**src/rtl/mem_port_arbiter.sv**
```systemverilog
// rtl/mem_port_arbiter.sv - shares one memory port between fetch and load/store.
// Define ARB_ROUND_ROBIN_EN for alternating priority; default is fixed load/store-over-fetch.
module mem_port_arbiter (
  input  logic        clk,
  input  logic        reset,
  input  logic        if_req_i,
  input  logic [31:0] if_addr_i,
  output logic        if_gnt_o,
  output logic        if_rvalid_o,
  output logic [31:0] if_rdata_o,
  input  logic        ls_read_i,
  input  logic [31:0] ls_read_addr_i,
  input  logic [3:0]  ls_write_enable_i,
  input  logic [31:0] ls_write_addr_i,
  input  logic [31:0] ls_write_data_i,
  output logic        ls_rvalid_o,
  output logic [31:0] ls_rdata_o,
  output logic        stall_o,
  output logic        mem_en_o,
  output logic [3:0]  mem_we_o,
  output logic [31:0] mem_addr_o,
  output logic [31:0] mem_wdata_o,
  input  logic [31:0] mem_rdata_i,
  input  logic        mem_ready_i
);

  typedef enum logic [1:0] {
    IDLE    = 2'd0,
    BUSY_IF = 2'd1,
    BUSY_LS = 2'd2
  } state_t;

  state_t state, state_next;
  logic   ls_is_read;
  logic   ls_req;
  logic   ls_store;
  logic   window;
  logic   ls_win;
  logic   if_win;

  assign ls_store = |ls_write_enable_i;
  assign ls_req   = ls_read_i | ls_store;

`ifdef ARB_ROUND_ROBIN_EN
  // Set when the most recent grant went to the load/store side.
  logic last_ls;

  always_ff @(posedge clk) begin
    if (reset) begin
      last_ls <= 1'b0;
    end else if (ls_win) begin
      last_ls <= 1'b1;
    end else if (if_win) begin
      last_ls <= 1'b0;
    end
  end
`endif

  always_ff @(posedge clk) begin
    if (reset) begin
      state <= IDLE;
    end else begin
      state <= state_next;
    end
  end

  always_comb begin
    state_next = state;
    window     = 1'b0;
    ls_win     = 1'b0;
    if_win     = 1'b0;
    if_gnt_o   = 1'b0;
    stall_o    = 1'b0;

    // A busy port can only be handed over in its completion cycle.
    window = (state == IDLE) || mem_ready_i;

`ifdef ARB_ROUND_ROBIN_EN
    ls_win = window && ls_req && (!if_req_i || !last_ls);
`else
    ls_win = window && ls_req;
`endif
    if_win = window && if_req_i && !ls_win;

    if_gnt_o = if_win;
    stall_o  = (ls_req && !ls_win) || ((state == BUSY_LS) && !mem_ready_i);

    if (ls_win) begin
      state_next = BUSY_LS;
    end else if (if_win) begin
      state_next = BUSY_IF;
    end else if ((state != IDLE) && mem_ready_i) begin
      state_next = IDLE;
    end
  end

  always_ff @(posedge clk) begin
    if (reset) begin
      mem_en_o    <= 1'b0;
      mem_we_o    <= 4'd0;
      mem_addr_o  <= 32'd0;
      mem_wdata_o <= 32'd0;
      ls_is_read  <= 1'b0;
    end else if (ls_win) begin
      mem_en_o    <= 1'b1;
      mem_we_o    <= ls_write_enable_i;
      mem_addr_o  <= ls_store ? ls_write_addr_i : ls_read_addr_i;
      mem_wdata_o <= ls_store ? ls_write_data_i : 32'd0;
      ls_is_read  <= !ls_store;
    end else if (if_win) begin
      mem_en_o    <= 1'b1;
      mem_we_o    <= 4'd0;
      mem_addr_o  <= if_addr_i;
      mem_wdata_o <= 32'd0;
    end else if ((state != IDLE) && mem_ready_i) begin
      mem_en_o    <= 1'b0;
      mem_we_o    <= 4'd0;
      mem_addr_o  <= 32'd0;
      mem_wdata_o <= 32'd0;
    end
  end

  always_ff @(posedge clk) begin
    if (reset) begin
      if_rvalid_o <= 1'b0;
      ls_rvalid_o <= 1'b0;
      if_rdata_o  <= 32'd0;
      ls_rdata_o  <= 32'd0;
    end else begin
      if_rvalid_o <= (state == BUSY_IF) && mem_ready_i;
      ls_rvalid_o <= (state == BUSY_LS) && mem_ready_i && ls_is_read;
      if ((state == BUSY_IF) && mem_ready_i) begin
        if_rdata_o <= mem_rdata_i;
      end
      if ((state == BUSY_LS) && mem_ready_i && ls_is_read) begin
        ls_rdata_o <= mem_rdata_i;
      end
    end
  end

endmodule
```
**config.mk**
```make
export PLATFORM = sky130hd
export DESIGN_NAME = mem_port_arbiter
export DESIGN_NICKNAME = d
export VERILOG_FILES = /design/src/rtl/mem_port_arbiter.sv
export SDC_FILE = /design/constraint.sdc
export NUM_CORES = 1
export LEC_CHECK = 0
export CORE_MARGIN = 3
export CORE_UTILIZATION = 41
export DETAILED_ROUTE_END_ITERATION = 6
export GPL_TIMING_DRIVEN = 0
export MAX_ROUTING_LAYER = met4
export PLACE_DENSITY = 0.95
export SYNTH_ARGS = -nofsm -noshare
export SYNTH_HDL_FRONTEND = slang
export SYNTH_SLANG_ARGS = --single-unit
export TNS_END_PERCENT = 30
```
**constraint.sdc**
```tcl
create_clock -name clk -period 2.76 [get_ports clk]
set_input_delay 0.414 -clock clk [delete_from_list [all_inputs] [get_ports clk]]
set_output_delay 0.414 -clock clk [all_outputs]
set_load 0.005 [all_outputs]
```
==> metrics.cfg, run 1 <==
[synth]
yosysWarnings = 0
synth-seq-cells = 138
yosys-top-cells-area = dfxtp_1 52%, nand2_1 11%, a21oi_1 8.4%
synth_commonest_cells = 163 x nand2_1, 138 x dfxtp_1, 90 x a21oi_1, 74 x nor2_1, 48 x clkbuf_1
synth_nets = 821
syn_area_sq_mm = 0.00535
postSynthAreaPerCell_sq_um = 8.21
yosysSeqAreaShare_pct = 51.6
ys_types = 24
synth_edf_count = 0
synth_top_cell_by_area = dfxtp_1
synth.most_common_cell = nand2_1
synth_top_area_share_pct = 51.6
synthCells = 652
synth_flop_cell = dfxtp_1
async_flop_share_pct = 0

[setup_path]
cpMaxStageDelayCell = or4_1
cpPeakStageDelay_ns = 0.55
crit_type = primary input to output pin
arrival_ns = 2.19
cp.required_ns = 2.35
cp-start-kind = primary input
cp_cell_sequence = clkdlybuf4s50_1 -> or4_1 -> buf_6 -> nor2_2 -> and3_1 -> dlygate4sd2_1
cp-end-kind = output pin
cp_max_fo = 19

[global_route]
grt_pass1_vias = 6231
overflow = 0
grt_max_degree = 20
grt_pass1_wl_um = 32300
antenna_found_initial = 0
grt_use_total_pct = 29.3

[detailed_routing]
post_drt_via_cell_ratio = 5.30
finalWirelength_um = 21100
drtIter0Drc = 437
route.vias.total = 6133
drc = 0
routedWlPerCell_um = 18.3
antenna_left = 0
firstDrtPassIters = 5

[cts]
postCtsHoldBufs = 0
clock_sinks = 138
post_cts_buffers = 0
cts-root-buf = clkbuf_16
clock_latency_ns = 0.41
numCtsBuffers = 17
cts_buffer_depth = 2
htreeDepth = 4
ctsResizeCount = 6
clkTransAtPathRegs_ns = 0.06
cts_tree = built

[finish]
fillers = 892
antenna_cells = 0
final_nets = 1142
post-route-cell-area_sq_mm = 0.00921
area_delta_synth_final_pct = 72.2
fin_cells = 1157
post-route-util_pct = 72.7
drive_above_1_share_pct = 5.48

[placement]
dpl_cell_area_sq_mm = 0.00861
place_inst = 1128
post-dp-hpwl_um = 16100
gp_congestion = 0.871
portBuffers = 304
pre_cts_ws_ns = -0.512

[hold_path]
hold_path.class = primary input to flip-flop

[floorplanning]
dieWidth_um = 120
fp.dieArea_sq_mm = 0.0145
core-area_sq_mm = 0.0127
start_util_pct = 42.2
io_pins = 306
die_h_um = 120
row_count = 41

[sta]
grt_setup_unrepaired = false
finalCriticalPeriod_ns = 2.60
setup_slack_ns = 0.156
period_share_pct = 94.3
setup_tns_ns = 0
skew_ns = 0.00536
tightest_slew_ns = 0.781
drv_slew = 0
whs_ns = 0.395
max_freq_mhz = 384
setup_viol = 0
final_hold_viol_count = 0
slew_headroom_pct = 48.0

[pwr]
p_total_mw = 5.16
peakVddDrop_v = 0.000488
leakage_nw = 3.32
powerDensity_mw_per_mm2 = 560

[run]
maxCapViolations = 0

[run_status]
status = finished, final reports clean

routing by layer:
metal	global-route usage [%]	wire (um)	part of all wire, %
met1	31.9	7950	38
met2	52.2	10900	52
met3	7.44	1680	8.0
met4	10.2	584	2.8
met5	-	0	0
report_power, final:
group / internal (mW) / leakage (nW) / total, mW / switching (mW)
sequential: 2.07 / 1.13 / 2.11 / 0.0423
clock: 1.47 / 0.287 / 2.32 / 0.849
combinational: 0.438 / 1.91 / 0.727 / 0.288
registers in the layout, summed over array words and instances (netlist names):
| register | count |
|---|---|
| mem_addr_o | 32 |
| ls_is_read | 1 |
| if_rvalid_o | 1 |
| mem_we_o | 4 |
| state | 2 |
| mem_en_o | 1 |
| mem_wdata_o | 32 |
| ls_rvalid_o | 1 |
| if_rdata_o | 32 |
| ls_rdata_o | 32 |
cell families (layout without fill, tap and decap cells):
group,Yosys count,in the layout,share of synthesized area (%)
flip-flops,138,138,51.6
AND/OR/NAND/NOR,281,281,21.9
AO/OA/AOI/OAI,173,173,21.1
buffers and inverters,60,393,5.38
layout make-up:
cell class                      instances  area, sq um  area share, %
Timing Repair Buffer                  304         3040           33.0
Buffer                                 57          284           3.08
Inverter                                1         3.75         0.0407
Clock buffer                           21          460           5.00
Multi-Input combinational cell        454         2300           25.0
Sequential cell                       138         2760           30.0
Clock inverter                         10          143           1.55
Tap cell                              172          215           2.34
critical path: cells and delay by family:
family / cells / cell delay, ns
buffers and inverters: 3 / 0.92
and+or+nand+nor: 3 / 0.86
cells in the final DEF, fill, tap and decap left out, types with 3 or more instances in the layout:
| cell | Yosys | routed |
|---|---|---|
| clkinvlp_4 | 0 | 3 |
| a22oi_1 | 36 | 36 |
| clkbuf_16 | 0 | 17 |
| nor3_1 | 3 | 3 |
| a21oi_1 | 90 | 90 |
| nor2_1 | 74 | 73 |
| a221oi_1 | 32 | 32 |
| clkbuf_1 | 48 | 48 |
| bufinv_16 | 0 | 3 |
| nand2_1 | 163 | 163 |
| or3_1 | 34 | 34 |
| buf_6 | 8 | 9 |
| a21oi_2 | 10 | 10 |
| clkdlybuf4s50_1 | 0 | 302 |
| dfxtp_1 | 138 | 138 |
worst paths after layout:
| check | cells past startpoint | from | slack (ns) | end |
|---|---|---|---|---|
| hold reg to reg | 2 | mem_addr_o[0]$_SDFFE_PP0P_ | 0.45 | mem_addr_o[0]$_SDFFE_PP0P_ |
| hold / removal | 2 | reset | 0.39 | mem_we_o[3]$_SDFFE_PP0P_ |
| setup reg to reg | 5 | state[1]$_SDFFE_PP0P_ | 0.76 | mem_addr_o[20]$_SDFFE_PP0P_ |
| setup / recovery | 6 | ls_write_enable_i[0] | 0.16 | if_gnt_o |
Note: power is estimated with default switching activity, not from simulation.
==> inputs of run 2 (changes only) <==
Settings changed: ABC_CLOCK_PERIOD_IN_PS set to 2760, GPL_ROUTABILITY_DRIVEN set to 0.
==> results of run 2 <==
Final layout, timing and power as in run 1 (identical DEF).
==> inputs of run 3 (changes only) <==
Settings changed: ABC_CLOCK_PERIOD_IN_PS 2760 to not set, RECOVER_POWER set to 100.
==> metrics.cfg, run 3 (synthesis results as in run 1) <==
[global_route]
grt_max_degree = 20
grt_pass1_wl_um = 32300
grt_use_total_pct = 29.3
overflow = 0
grt_pass1_vias = 6231
antenna_found_initial = 0

[floorplanning]
io_pins = 306
fp.dieArea_sq_mm = 0.0145
core-area_sq_mm = 0.0127
start_util_pct = 42.2
dieWidth_um = 120
row_count = 41
die_h_um = 120

[setup_path]
cp_max_fo = 19
cp_cell_sequence = clkdlybuf4s50_1 -> or4_1 -> buf_6 -> nor2_2 -> and3_1 -> dlygate4sd2_1
cpPeakStageDelay_ns = 0.55
cpMaxStageDelayCell = or4_1
cp-start-kind = primary input
cp-end-kind = output pin
arrival_ns = 2.19
cp.required_ns = 2.35
crit_type = primary input to output pin

[detailed_routing]
firstDrtPassIters = 5
post_drt_via_cell_ratio = 5.31
routedWlPerCell_um = 18.2
antenna_left = 0
finalWirelength_um = 21000
drc = 0
drtIter0Drc = 484
route.vias.total = 6141

[cts]
htreeDepth = 4
clock_latency_ns = 0.41
cts_buffer_depth = 2
cts-root-buf = clkbuf_16
clkTransAtPathRegs_ns = 0.06
post_cts_buffers = 0
numCtsBuffers = 17
clock_sinks = 138
cts_tree = built

[finish]
drive_above_1_share_pct = 5.08
antenna_cells = 0
post-route-cell-area_sq_mm = 0.00919
final_cell_mix = 165 x clkdlybuf4s50_1, 163 x nand2_1, 138 x dfxtp_1
final_nets = 1142
fin_cells = 1157
fillers = 895
area_delta_synth_final_pct = 71.6
final_common_cell = clkdlybuf4s50_1

[sta]
setup_viol = 0
grt_setup_unrepaired = false
skew_ns = 0.00553
whs_ns = 0.392
max_freq_mhz = 384
drv_slew = 0
finalCriticalPeriod_ns = 2.60
slew_headroom_pct = 52.8
period_share_pct = 94.3
final_hold_viol_count = 0
tightest_slew_ns = 0.708
setup_tns_ns = 0

[placement]
post-dp-hpwl_um = 16100
portBuffers = 304
place_inst = 1128
dpl_cell_area_sq_mm = 0.00861

[pwr]
powerDensity_mw_per_mm2 = 557
peakVddDrop_v = 0.000484
p_total_mw = 5.12
leakage_nw = 3.71

[run]
maxCapViolations = 0

[hold_path]
hold_path.class = primary input to flip-flop

[run_status]
status = finished, final reports clean

==> run 3: cell types whose count changed in the layout (fill, tap and decap cells not counted), sizes merged <==
| cell | before | now |
|---|---|---|
| clkbuf | 67 | 69 |
| dlygate4sd3 | 0 | 137 |
| clkdlybuf4s50 | 302 | 165 |
| buf | 11 | 9 |
==> run 3: what timing repair did <==
action                     in CTS  in global routing
gates resized for setup         6                  0
hold buffers                    0                  0
setup endpoints to repair       2                  0
==> run 3: path summary, 6_finish.rpt <==
kind	startpoint	endpoint	slack, ns	cells after the start
min	reset	mem_we_o[3]$_SDFFE_PP0P_	0.39	2
max	ls_write_enable_i[0]	if_gnt_o	0.16	6
min reg2reg	mem_addr_o[0]$_SDFFE_PP0P_	mem_addr_o[0]$_SDFFE_PP0P_	0.45	2
max reg2reg	state[1]$_SDFFE_PP0P_	mem_addr_o[7]$_SDFFE_PP0P_	0.55	6
==> run 3: routing by layer <==
metal,up-vias,share of wire (%),track usage [%]
met5,-,0,-
met2,330,52,52.2
met1,2879,38,31.9
met4,0,2.7,10.2
met3,36,7.7,7.44
li1,2896,-,-
==> run 3: critical path: cells and delay by family <==
family                 cells  cell delay (ns)
AND/OR/NAND/NOR            3             0.86
buffers and inverters      3             0.92
==> run 3: layout make-up <==
cell class	count	area, sq um	area share (%)
clock inverter	10	143	1.55
multi-input combinational	454	2290	24.9
inverter	1	3.75	0.0409
buffer	57	272	2.96
tap	172	215	2.34
clock buffer	21	460	5.01
sequential	138	2760	30.1
timing repair buffer	304	3040	33.1
==> run 3: power by group <==
part	internal [mW]	switching (mW)	leakage, nW	total [mW]
combinational	0.406	0.286	2.29	0.693
sequential	2.07	0.0388	1.13	2.11
clock	1.47	0.848	0.287	2.32
==> run 3: through the flow <==
stage               util (%)  setup WS [ns]
finish                  72.5          0.156
global route            72.5         0.0344
CTS                     72.7          0.142
detailed placement      67.9         -0.512
global placement        67.9         -0.522
floorplan                  -          0.747
